[config.mk]
export PLATFORM = sky130hd
export DESIGN_NAME = ofm_accum_quant
export DESIGN_NICKNAME = d
export VERILOG_FILES = /design/src/rtl/ofm_accum_quant.sv
export SDC_FILE = /design/constraint.sdc
export NUM_CORES = 1
export LEC_CHECK = 0
export ABC_AREA = 1
export ABC_CLOCK_PERIOD_IN_PS = 10900
export CAP_MARGIN = 20
export CORE_ASPECT_RATIO = 0.5
export CORE_MARGIN = 8
export CORE_UTILIZATION = 40
export CTS_BUF_LIST = sky130_fd_sc_hd__clkbuf_4 sky130_fd_sc_hd__clkbuf_8 sky130_fd_sc_hd__clkbuf_16
export DETAILED_ROUTE_END_ITERATION = 16
export SYNTH_ARGS = -nofsm -noshare
export SYNTH_HDL_FRONTEND = slang
export SYNTH_SLANG_ARGS = --single-unit
[constraint.sdc]
create_clock -name clk -period 10.9 [get_ports clk]
set_input_delay 2.725 -clock clk [delete_from_list [all_inputs] [get_ports clk]]
set_output_delay 2.725 -clock clk [all_outputs]
set_load 0.005 [all_outputs]
[src/rtl/ofm_accum_quant.sv]
// Output-pixel post-processor: accumulates signed psums, adds bias, rounds/shifts and saturates.
// Build option: define OFM_ACC_RELU_EN for an unsigned ReLU output; default is signed clamp.
module ofm_accum_quant #(
    parameter int PSUM_WIDTH   = 24,
    parameter int ACC_WIDTH    = 32,
    parameter int OUTPUT_WIDTH = 8,
    parameter int CNT_WIDTH    = 8
) (
    input  logic                    clk,
    input  logic                    rst_n,
    input  logic                    start,
    input  logic [CNT_WIDTH-1:0]    cfg_num_ch,
    input  logic [CNT_WIDTH-1:0]    cfg_num_pix,
    input  logic [4:0]              cfg_shift,
    input  logic [ACC_WIDTH-1:0]    cfg_bias,
    input  logic                    psum_valid,
    input  logic [PSUM_WIDTH-1:0]   psum_data,
    output logic                    psum_ready,
    output logic                    ofm_valid,
    output logic [OUTPUT_WIDTH-1:0] ofm_data,
    input  logic                    ofm_ready,
    output logic                    busy,
    output logic                    done,
    output logic [1:0]              dbg_state_o
);

    // Handshakes: a transfer happens on a rising edge where valid && ready are both high.
    // The producer holds data stable while valid is high and ready is low.
    typedef enum logic [1:0] {IDLE, ACCUM, QUANT, OUT} state_t;

    localparam logic [CNT_WIDTH-1:0] CNT_ONE = {{(CNT_WIDTH-1){1'b0}}, 1'b1};

    state_t                  state_q;
    logic [ACC_WIDTH-1:0]    acc_q;
    logic [ACC_WIDTH-1:0]    bias_q;
    logic [CNT_WIDTH-1:0]    ch_cnt_q;
    logic [CNT_WIDTH-1:0]    pix_cnt_q;
    logic [CNT_WIDTH-1:0]    last_ch_q;
    logic [CNT_WIDTH-1:0]    last_pix_q;
    logic [4:0]              shift_q;
    logic                    psum_ready_q;
    logic                    ofm_valid_q;
    logic                    done_q;
    logic [OUTPUT_WIDTH-1:0] ofm_data_q;

    logic [ACC_WIDTH:0]        sum_w;
    logic [ACC_WIDTH-1:0]      acc_d;
    logic [ACC_WIDTH:0]        half_w;
    logic signed [ACC_WIDTH:0] rnd_w;
    logic signed [ACC_WIDTH:0] r_w;
    logic [OUTPUT_WIDTH-1:0]   quant_d;

    // One guard bit on the add: a sign disagreement between the top two bits means overflow.
    assign sum_w = {acc_q[ACC_WIDTH-1], acc_q}
                 + {{(ACC_WIDTH+1-PSUM_WIDTH){psum_data[PSUM_WIDTH-1]}}, psum_data};

    always_comb begin
        acc_d = sum_w[ACC_WIDTH-1:0];
        if (sum_w[ACC_WIDTH] != sum_w[ACC_WIDTH-1]) begin
            acc_d = sum_w[ACC_WIDTH] ? {1'b1, {(ACC_WIDTH-1){1'b0}}}
                                     : {1'b0, {(ACC_WIDTH-1){1'b1}}};
        end
    end

    // The rounding add is done one bit wider than the accumulator, so it cannot overflow.
    always_comb begin
        half_w = '0;
        if (shift_q != 5'd0) half_w[shift_q - 5'd1] = 1'b1;
        rnd_w = {acc_q[ACC_WIDTH-1], acc_q} + half_w;
        r_w   = rnd_w >>> shift_q;
    end

    always_comb begin
        quant_d = r_w[OUTPUT_WIDTH-1:0];
`ifdef OFM_ACC_RELU_EN
        if (r_w[ACC_WIDTH])
            quant_d = '0;
        else if (|r_w[ACC_WIDTH-1:OUTPUT_WIDTH])
            quant_d = '1;
`else
        if (!(&r_w[ACC_WIDTH:OUTPUT_WIDTH-1]) && (|r_w[ACC_WIDTH:OUTPUT_WIDTH-1])) begin
            quant_d = r_w[ACC_WIDTH] ? {1'b1, {(OUTPUT_WIDTH-1){1'b0}}}
                                     : {1'b0, {(OUTPUT_WIDTH-1){1'b1}}};
        end
`endif
    end

    always_ff @(posedge clk or negedge rst_n) begin
        if (!rst_n) begin
            state_q      <= IDLE;
            acc_q        <= '0;
            bias_q       <= '0;
            ch_cnt_q     <= '0;
            pix_cnt_q    <= '0;
            last_ch_q    <= '0;
            last_pix_q   <= '0;
            shift_q      <= '0;
            psum_ready_q <= 1'b0;
            ofm_valid_q  <= 1'b0;
            done_q       <= 1'b0;
            ofm_data_q   <= '0;
        end else begin
            done_q <= 1'b0;
            case (state_q)
                IDLE: begin
                    if (start) begin
                        // Counts of zero are treated as one; store the terminal index directly.
                        last_ch_q    <= (cfg_num_ch  == '0) ? '0 : cfg_num_ch  - CNT_ONE;
                        last_pix_q   <= (cfg_num_pix == '0) ? '0 : cfg_num_pix - CNT_ONE;
                        shift_q      <= cfg_shift;
                        bias_q       <= cfg_bias;
                        acc_q        <= cfg_bias;
                        ch_cnt_q     <= '0;
                        pix_cnt_q    <= '0;
                        psum_ready_q <= 1'b1;
                        state_q      <= ACCUM;
                    end
                end
                ACCUM: begin
                    if (psum_valid && psum_ready_q) begin
                        acc_q    <= acc_d;
                        ch_cnt_q <= ch_cnt_q + CNT_ONE;
                        if (ch_cnt_q == last_ch_q) begin
                            psum_ready_q <= 1'b0;
                            state_q      <= QUANT;
                        end
                    end
                end
                QUANT: begin
                    ofm_data_q  <= quant_d;
                    ofm_valid_q <= 1'b1;
                    state_q     <= OUT;
                end
                OUT: begin
                    if (ofm_ready) begin
                        ofm_valid_q <= 1'b0;
                        if (pix_cnt_q == last_pix_q) begin
                            done_q  <= 1'b1;
                            state_q <= IDLE;
                        end else begin
                            pix_cnt_q    <= pix_cnt_q + CNT_ONE;
                            acc_q        <= bias_q;
                            ch_cnt_q     <= '0;
                            psum_ready_q <= 1'b1;
                            state_q      <= ACCUM;
                        end
                    end
                end
                default: state_q <= IDLE;
            endcase
        end
    end

    assign psum_ready  = psum_ready_q;
    assign ofm_valid   = ofm_valid_q;
    assign ofm_data    = ofm_data_q;
    assign done        = done_q;
    assign busy        = (state_q != IDLE);
    assign dbg_state_o = state_q;

endmodule
Yosys cells after proc, flatten, opt, wreduce, memory -nomap -nowiden
Index checks and enable logic that the tools add are counted.

operators by class
  $add $sub $neg = 7
  multipliers = 0
  divide/modulo/power cells = 0
  $lt $le $gt $ge = 2
  eq/ne operators = 11
  shifts and indexed selects = 1
  multiplexer cells = 39
  bitwise gates (word level) = 0
  reduce and logical (&&, ||, !) cells = 20

operators by type and width
  kind                   number
  $mux W32               7
  $pmux W32 S3           1
  $mux W8                10
  $add A32 B24 Y33       1
  $add A33 B32 Y33       1
  $sshr A33 B5 Y33       1
  $reduce_and A26 Y1     1
  $reduce_or A26 Y1      1
  $pmux W8 S3            1
  $add A8 B1 Y8 const B  2
  $eq A8 B8 Y1           2
  $logic_not A8 Y1       2
  $pmux W8 S2            1
  $sub A8 B1 Y8 const B  2
  $mux W1                11
  $ne A2 B2 Y1 const B   5
  $mux W2                4
  $pmux W2 S4            1
  $reduce_and A4 Y1      2
  $lt A5 B7 Y1 const B   1
  $reduce_and A6 Y1      1
  $reduce_bool A2 Y1     3
  $demux W1 S5           1
  $ge A5 B1 Y1 const B   1
  13 further kinds       17

word-level totals
  register bits after elaboration = 114
  bits in latches = 0
  bits in writable memories = 0
  ROM bits = 0
  input port bits = 82
  output and inout bits = 14
  logic and storage cells = 92
  memories kept = 0

Logic depth before layout (Yosys ltp)
  depth after elaboration = 12
  mapped depth = 41
  mapped depth without buffers = 39

Least setup slack after synthesis
No wires, ideal clock.

  kind = input-to-reg
  start point = input port psum_data[0]
  end point = register acc_q[17]
  setup time = 129 ps
  data arrival time = 4974 ps
  setup slack = 5797 ps
  stages = 17
  cell sequence = ha_1 -> fa_1 -> a21oi_2 -> o21ai_2 -> a21boi_2 -> o21ai_2 -> nand3_1 -> nand2_1 -> nand2_1 -> nand3_1 -> xor2_2 -> nor2_1 -> buf_6 -> nor2_4 -> buf_6 -> o21ai_0 -> a21oi_1

on the way
  longest elaborated chain between the ends = 5
  elaborated cells between the ends (all ways) = 6
  classes of those cells = add/sub: 1; eq/ne: 1; mux: 4

RTL lines
  element                                   line    RTL
  from (decl)                               17      input logic [PSUM_WIDTH-1:0] psum_data,
  $add A32 B24 Y33 *                        55      + {{(ACC_WIDTH+1-PSUM_WIDTH){psum_data[PSUM_WIDTH-1]}}, psum_data};
  $mux W32 or $ne A1 B1 Y1 (tied branches)  60, 59
  $mux W32 *                                59      if (sum_w[ACC_WIDTH] != sum_w[ACC_WIDTH-1]) begin
  $mux W32 *                                120     if (psum_valid && psum_ready_q) begin
  $pmux W32 S3 *                            104     case (state_q)
  to (signal assigned)                      112     acc_q <= cfg_bias;
  to (signal assigned)                      142     acc_q <= bias_q;
  to (decl)                                 34      logic [ACC_WIDTH-1:0] acc_q;

Every way passes the cells marked *; elsewhere a longest branch is shown, timed or not. The select of a mux whose other input is x is not followed.
A chain may end at the register's enable or synchronous reset.

Final worst setup path
  start point = input port psum_data[0]
  end point = register acc_q[24]

Same word-level chain as after synthesis.

==> impl_metrics.yaml <==
status:
  outcome: "finished, final reports clean"
cells_and_area:
  area_growth_pct: 14.4
  drive_gt1_share_pct: 6.74
  nets: 2281
  fin_util_pct: 46.1
  diodes: 0
clocking:
  cts_root_buffer: "clkbuf_16"
  post_cts_buffers: 0
  cts_max_path_buffers: 2
  h-tree-depth: 4
  ctsResizeCount: 0
  cts_inserted_buffers: 17
  clk_latency_ns: 0.44
  clkSlewWorstSetupHoldPaths_ns: 0.06
  holdBufCountCts: 0
  cts.sink_count: 114
  cts_tree: "built"
timing:
  max_slew.worst_pin.slew_ns: 0.858
  whs_ns: 0.477
  slew_headroom_pct: 42.3
  fin_crit_ns: 6.33
  slew_violations: 0
  finClkSkew_ns: 0.0189
  setup_slack_ns: 4.57
  setup_violations: 0
  setup_tns_ns: 0
  rsz0062_at_grt: "no"
  min_period_over_period_pct: 58.1
  finalHoldViolCount: 0
  fmax_ghz: 0.158
synth:
  synth_largest_area_cell: "dfrtp_1"
  ys_types: 55
  synth.yosys.warnings: 0
  synth_edf_count: 0
  synth_xor_area_share_pct: 4.41
  synth.most_common_cell: "nand2_1"
  synthArstFlopShare_pct: 100
  postSynthAreaPerCell_um2: 6.12
  synth_compound_area_share_pct: 12.8
  synthSimpleGateAreaFrac_pct: 42.9
  ys_top_cells_by_count: "nand2_1, nand3_1, inv_1, nor2_1, dfrtp_1"
  synthAdderAreaFrac_pct: 7.53
  syn_nets: 2227
  ys_seq_elements: 114
  synthFlopType: "dfrtp_1"
  synth.area.mux_share_pct: 0.158
  syn-cell-area_um2: 12700
  synth_top_family_by_area: "simple AND/OR/NAND/NOR gates"
  synth_seq_area_share_pct: 22.5
  synth.top_cell.area_share_pct: 22.5
  synth_area_leaders: "dfrtp_1, nand2_1, nand3_1, ha_1, inv_1"
  postSynthCellCount: 2070
critical_path:
  worstReg2RegEnd: "ofm_data[0]"
  reg2reg_from: "shift_q[1]"
  r2r_slack_ns: 4.97
  cp.required_ns: 11.25
  path_class: "in -> reg"
  cp_max_fo: 22
  start_kind: "primary input"
  reg2regPathDepth: 36
  critPathCaptureType: "flop"
  cp_data_arrival_time_ns: 6.68
drt:
  antenna_left: 0
  wl_met1_mm: 19.6
  wirelength_mm: 40.3
  wl_per_cell_um: 15.7
  dr.max_layer_used: "met4"
  drc: 0
  wl_met3_mm: 1.66
  routed-via-count: 13423
  met2_length_mm: 18.1
  via_per_inst: 5.22
  firstDrtPassIters: 5
  drtIter0Drc: 1043
power_and_ir_drop:
  total_power_mw: 5.08
  p_leak_nw: 7.35
  p_per_area_nw_per_um2: 350
  ir_drop_v: 0.000134
grt:
  grt_overflow: 0
  grt_pass1_wl_mm: 65.1
  antenna_found_initial: 0
  grt_pass1_vias: 12619
  track_usage_pct: 21.1
  grt_max_degree: 65
floorplan:
  initial_core_util_pct: 40.3
  ioPinCount: 96
  core_area_um2: 31400
  die_h_um: 142
  die_w_um: 268
  placement_rows: 46
  die-area_um2: 38000
placement:
  pre_cts_slack_ns: 4.13
  portBuffers: 95
  gp_congestion: 0.896
  place_hpwl_mm: 31.5
min_path:
  hold_class: "reg -> reg"
  min_to: "ofm_data[1]"
  hp-start: "ofm_data[1]"
  hold_depth: 2
run:
  cap_violations: 0
==> kinds of logic (layout without fill, tap and decap cells) <==
kind of cell | after synthesis | count (layout)
AOI/OAI and AO/OA | 276 | 276
xor gates and xnor gates | 62 | 62
adders and majority gates | 75 | 75
buffers and inverters | 306 | 373
DFF | 114 | 114
muxes | 2 | 2
other | 1 | 1
and+or+nand+nor | 1234 | 1234
==> metrics by stage <==
step / cell area, um2 / std cells
6_report: 14500 / 2569
5_1_grt: 14500 / 2569
4_1_cts: 14500 / 2569
3_5_place_dp: 13900 / 2537
3_3_place_gp: 13900 / 2537
2_1_floorplan: 12700 / 2070
==> sequential cells by signal (all words and copies together) (netlist names) <==
| signal | flops |
|---|---|
| ofm_valid | 1 |
| shift_q | 5 |
| done | 1 |
| dbg_state_o | 2 |
| acc_q | 32 |
| ofm_data | 8 |
| ch_cnt_q | 8 |
| pix_cnt_q | 8 |
| psum_ready | 1 |
| last_ch_q | 8 |
| bias_q | 32 |
| last_pix_q | 8 |
==> worst max-delay path, cell delays in order <==
cell and delay [ns]:
clkdlybuf4s50_1 0.42, ha_1 0.23, fa_1 0.43, a21oi_2 0.22, o21ai_2 0.09, a21boi_2 0.29, o21ai_2 0.11, nand3_1 0.08
nand2_1 0.08, nand2_1 0.07, nand3_1 0.11, xor2_2 0.18, nor2_1 0.63, inv_1 0.09, nand2_1 0.58, o21ai_0 0.18
a21oi_1 0.15
==> worst max path at each step <==
stage | slack [ns] | cells past startpoint | startpoint | end
after CTS | 4.58 | 17 | psum_data[0] | acc_q[22]
after global placement | 4.24 | 17 | psum_data[0] | acc_q[17]
final | 4.57 | 17 | psum_data[0] | acc_q[24]
after floorplan | 5.80 | 17 | psum_data[0] | acc_q[17]
after global routing | 4.17 | 14 | psum_data[23] | acc_q[12]
after detailed placement | 4.13 | 17 | psum_data[0] | acc_q[22]
==> cells in the final DEF (no fill, tap or decap), types with 32 or more instances in the layout <==
cell             synthesis  final
nand2_1                669    669
inv_1                  215    215
o21ai_0                 72     72
dfrtp_1                114    114
nor2_1                 160    159
xor2_1                  39     39
a221oi_1                32     32
clkdlybuf4s50_1          0     94
nand3_1                282    282
ha_1                    73     73
a21oi_1                110    110
==> area by class of cell <==
type,count,area [um2]
fillers,3409,16900
multi-input cells,1650,8590
flip-flops and latches,114,2850
repair buffers,111,1070
inverters,230,866
well taps,432,541
clock buffers,19,453
clock inverters,13,123
==> layer usage <==
| metal | up-vias | GRT usage (%) |
|---|---|---|
| met1 | 6129 | 29.1 |
| li1 | 6910 | - |
| met2 | 309 | 33.9 |
| met4 | 0 | 7.01 |
| met3 | 75 | 2.99 |
| met5 | - | 0 |
==> power breakdown <==
group / leakage [nW] / internal (mW) / total (mW) / switching, mW
sequential: 1.40 / 0.616 / 0.772 / 0.156
clock: 0.285 / 0.329 / 0.566 / 0.237
combinational: 5.66 / 1.25 / 3.74 / 2.49
total: 7.35 / 2.19 / 5.08 / 2.89
No activity file was read; power rests on OpenSTA's default activity.
